<file path="config.mk">
export PLATFORM = sky130hd
export DESIGN_NAME = ita_output_fifo
export DESIGN_NICKNAME = d
export VERILOG_FILES = /design/src/rtl/ita_package.sv /design/src/rtl/ita_output_fifo.sv
export SDC_FILE = /design/constraint.sdc
export NUM_CORES = 1
export LEC_CHECK = 0
export ABC_AREA = 1
export CORE_ASPECT_RATIO = 1.25
export CORE_MARGIN = 4
export CORE_UTILIZATION = 58
export CTS_BUF_LIST = sky130_fd_sc_hd__clkbuf_16
export DETAILED_ROUTE_END_ITERATION = 8
export PLACE_DENSITY = 0.84
export SYNTH_ARGS = -nofsm -noshare
export SYNTH_HDL_FRONTEND = slang
export SYNTH_SLANG_ARGS = --single-unit
</file>
<file path="constraint.sdc">
create_clock -name clk_i -period 7.48 [get_ports clk_i]
set_clock_uncertainty 0.2 [all_clocks]
set_input_delay 0.748 -clock clk_i [delete_from_list [all_inputs] [get_ports clk_i]]
set_output_delay 0.748 -clock clk_i [all_outputs]
set_load 0.05 [all_outputs]
</file>
<file path="src/rtl/ita_package.sv">
// Shared ITA types and sizes used by the output FIFO and its neighbours.
package ita_package;

    // Bit width of one output element
    localparam int unsigned WI = 8;
    // Number of elements packed into one FIFO word
    localparam int unsigned N = 4;
    // Default number of output FIFO entries
    localparam int unsigned FifoDepth = 4;

    // One output FIFO word: N elements of WI bits each
    typedef logic [N*WI-1:0] fifo_data_t;

endpackage : ita_package

</file>
<file path="src/rtl/ita_output_fifo.sv">
// First-word-fall-through output FIFO.
// Storage is a flip-flop array. Occupancy is kept in a registered counter,
// and full/empty/almost_full are decoded from that counter.
// The data array itself is never reset.
module ita_output_fifo
    import ita_package::*;
#(
    parameter int unsigned DEPTH          = FifoDepth,
    parameter int unsigned ALMOST_FULL_TH = DEPTH - 1
) (
    input  logic                       clk_i,
    input  logic                       rst_i,
    input  logic                       clear_i,
    input  logic                       push_i,
    input  fifo_data_t                 data_i,
    output logic                       full_o,
    output logic                       almost_full_o,
    output logic                       valid_o,
    input  logic                       ready_i,
    output fifo_data_t                 data_o,
    output logic                       empty_o,
    output logic [$clog2(DEPTH+1)-1:0] usage_o,
    output logic                       overflow_o
);

    localparam int unsigned PTR_W = (DEPTH > 1) ? $clog2(DEPTH) : 1;
    localparam int unsigned CNT_W = $clog2(DEPTH + 1);

    fifo_data_t             mem [DEPTH];
    logic       [PTR_W-1:0] wr_ptr;
    logic       [PTR_W-1:0] rd_ptr;
    logic       [CNT_W-1:0] usage_q;
    logic                   overflow_q;
    logic                   pop;
    logic                   push_ok;
    logic                   push_drop;

    // Advance a pointer with an explicit wrap, so that a DEPTH that is not
    // a power of two also works.
    function automatic logic [PTR_W-1:0] next_ptr(input logic [PTR_W-1:0] p);
        if (p == PTR_W'(DEPTH - 1)) begin
            return '0;
        end
        return p + PTR_W'(1);
    endfunction

    // Decode the status flags from the registered occupancy count
    always_comb begin
        empty_o       = (usage_q == '0);
        full_o        = (usage_q == CNT_W'(DEPTH));
        almost_full_o = (usage_q >= CNT_W'(ALMOST_FULL_TH));
        valid_o       = !empty_o;
        usage_o       = usage_q;
        overflow_o    = overflow_q;
        data_o        = empty_o ? '0 : mem[rd_ptr];
    end

    // Handshake decode.
    // A push into a full FIFO is still accepted when the head leaves in the
    // same cycle.
    always_comb begin
        pop       = valid_o && ready_i;
        push_ok   = push_i && (!full_o || pop);
        push_drop = push_i && full_o && !pop;
    end

    // Write the data array. Clear has priority, so no write happens while it
    // is asserted.
    always_ff @(posedge clk_i) begin
        if (push_ok && !clear_i) begin
            mem[wr_ptr] <= data_i;
        end
    end

    // Update pointers, occupancy and the sticky overflow flag
    always_ff @(posedge clk_i or posedge rst_i) begin
        if (rst_i) begin
            wr_ptr     <= '0;
            rd_ptr     <= '0;
            usage_q    <= '0;
            overflow_q <= 1'b0;
        end else if (clear_i) begin
            wr_ptr     <= '0;
            rd_ptr     <= '0;
            usage_q    <= '0;
            overflow_q <= 1'b0;
        end else begin
            if (push_ok) begin
                wr_ptr <= next_ptr(wr_ptr);
            end
            if (pop) begin
                rd_ptr <= next_ptr(rd_ptr);
            end
            case ({push_ok, pop})
                2'b10:   usage_q <= usage_q + CNT_W'(1);
                2'b01:   usage_q <= usage_q - CNT_W'(1);
                default: usage_q <= usage_q;
            endcase
            if (push_drop) begin
                overflow_q <= 1'b1;
            end
        end
    end

endmodule : ita_output_fifo

</file>
==> impl_results.md <==
- Net Sw Frac: 40.3%
- WS Path Type: flip-flop to primary output
- Hold Buf Count CTS: 0
- Avg Synthesized Cell Area: 12.2 sq um
- Max clock buf depth: 2
- Overflow after GRT: 0
- Root Driver: clkbuf_16
- Initial antenna violation count: 0
- Startpoint types: flip-flop
- Clk slew on worst S/H paths: 0.06 ns
- CP Max Fanout: 67
- Tmin final: 4.62 ns
- Post-CTS sizing: 0
- CP cell instances: inv_2, o21ai_0, a21oi_1, clkdlybuf4s50_1
- Synthesized cell area: 5540 sq um
- Period utilization: 61.8%
- Critical Path End Type: primary output
- # nets final: 570
- Setup TNS: 0 ns
- Int Power: 1.75 mW
- Synth Register Bits: 136
- Share of cells above drive strength 1: 8.15%
- PD cells: 423 nW/um^2
- Via density per instance: 5.56
- Clock power frac: 27.7%
- Warnings, synthesis: 0
- # setup viols final: 0
- Most frequent cells in the layout: nor2_1, edfxtp_1, clkdlybuf4s50_1
- Rows: 39
- Initial drt markers: 295
- CP max stage cell: dfrtp_2
- Routed Antenna Nets: 0
- Netlist cell types: 25
- Pin count of the biggest net entering global routing: 68
- Seq/Total Area, Yosys: 73.0%
- Routed WL: 11800 um
- Crit path max-delay family: buffers and inverters
- Leakage: 2.44 nW
- WL/cell: 17.8 um
- Area share of the leading cell type in the synthesized netlist: 69.4%
- Worst hold path class: flip-flop to flip-flop
- Synth Instances: 455
- DRC: 0
- Worst Max-Slew Pin Slew: 1.22 ns
- Router iterations before antenna repair: 5
- Final hold vios: 0
- Inst Count DP: 631
- Core Region: 9220 sq um
- Clk sinks: 136
- Finished Layout Cells: 663
- Post-synth top area cell: edfxtp_1
- ANT cells: 0
- FMAX: 0.216 GHz
- Gr usage total: 22.3%
- Area growth from synthesis to layout: 25.1%
- Seq. cell area: 4050 sq um
- Chip Height: 117 um
- Status: finished, final reports clean
- RD Place Congestion: 0.810
- Max H-tree Level: 4
- Multi-input gate area: 1300 sq um
- RSZ-0062 raised after global routing: no
- Final Max Slew Viols: 0
- Maximum VDD drop: 0.320 mV
- MaxCap Viol Count: 0
- I/O Buffers: 76
- CP Data Required Time: 6.53 ns
- Psw: 1.18 mW
- Die area: 11200 sq um
- Initial Utilization: 60.0%
- Reg power frac: 31.9%
- Crit path largest cell delay: 1.13 ns
- Worst-Skew Late Latency: 0.40 ns
- Synth top area cells: edfxtp_1, nor2_1, dfrtp_1
- CTS Buf Count: 17
- Setup Buffers After CTS: 0
- CTS tree: built
- I/O pin count: 77
- Commonest non-fill, non-tap cell in the layout: nor2_1
- Vias in the first global route: 3757
- Vias: 3685
- Die W: 95.4 um
- Syn_nets: 498
- Gate power share: 40.3%
- First-pass GRT wire length: 18400 um
- Post-detail-place hpwl: 6640 um
- WP buf/inv: 2
- Worst Path Arrival: 3.67 ns
- # fillers: 547
- Max transition margin: 18.6%
## power groups by stage
stage | combinational [mW] | clock [mW] | sequential (mW)
finish | 1.18 | 0.812 | 0.934
global route | 1.25 | 0.851 | 0.942
CTS | 1.19 | 0.820 | 0.935
detailed placement | 1.17 | 0 | 0.949
global placement | 1.15 | 0 | 0.945
floorplan | 0.827 | 0 | 0.934
## Yosys cell counts (all sizes together)
library cell	n
a21oi	33
buf	18
clkbuf	6
dfrtp	8
edfxtp	128
fa	1
ha	5
inv	20
nand2	19
nand3	8
nand4	2
nor2	137
nor3	1
o21a	1
o21ai	67
xnor2	1
## worst reg2reg max path: stages (launching register included)
cell	delay [ns]
dfrtp_2	1.13
inv_2	0.78
o21ai_0	0.40
## per-stage QoR
step	instance area, sq um	util [%]	setup slack [ns]	hold slack, ns	power, mW
floorplan	5540	-	4.08	0.292	1.76
global placement	6340	68.7	3.50	0.278	2.10
detailed placement	6340	68.7	3.36	0.283	2.12
CTS	6930	75.1	2.89	0.298	2.94
global route	6930	75.1	2.64	0.331	3.04
finish	6930	75.1	2.86	0.293	2.93
## worst paths after layout
kind	slack (ns)	depth (start not counted)	startpoint	to
setup / recovery	2.86	4	rd_ptr[0]	data_o[14]
hold / removal	0.29	1	overflow_o	overflow_o
setup reg to reg	4.87	2	rd_ptr[0]	rd_ptr[0]
hold reg to reg	0.29	1	overflow_o	overflow_o
max in group asynchronous	6.43	2	rst_i	rd_ptr[0]
min in group asynchronous	0.40	2	rst_i	overflow_o
## logic make-up (layout without fill, tap and decap cells)
| kind of cell | count (synthesis) | count (layout) | synth area share [%] |
|---|---|---|---|
| buffers and inverters | 44 | 129 | 4.07 |
| xor gates and xnor gates | 1 | 1 | 0.158 |
| DFF | 136 | 136 | 73.0 |
| adders and majority gates | 6 | 6 | 1.49 |
| AOI/OAI and AO/OA | 101 | 101 | 9.18 |
| and+or+nand+nor | 167 | 167 | 12.1 |
## routing by layer
metal  global-route usage, %  vias up  wire length, um
met5                       0        -                0
met4                    8.63        0              220
met3                    5.31       16              734
met2                    40.0      155             6420
met1                    26.0     1779             4440
li1                        -     1735                -
## flip-flops by register name, indices dropped and copies added (netlist names)
register / cells
rd_ptr: 2
usage_o: 3
overflow_o: 1
wr_ptr: 2
mem: 128
## area by class of cell
cell class                 instances  area share, %
sequential                       136           58.4
multi-input combinational        275           18.7
timing repair buffer              77           11.1
clock buffer                      17           6.14
clock inverter                    15           2.31
tap                              123           2.22
inverter                          20           1.08
Note: power is estimated with default switching activity, not from simulation.
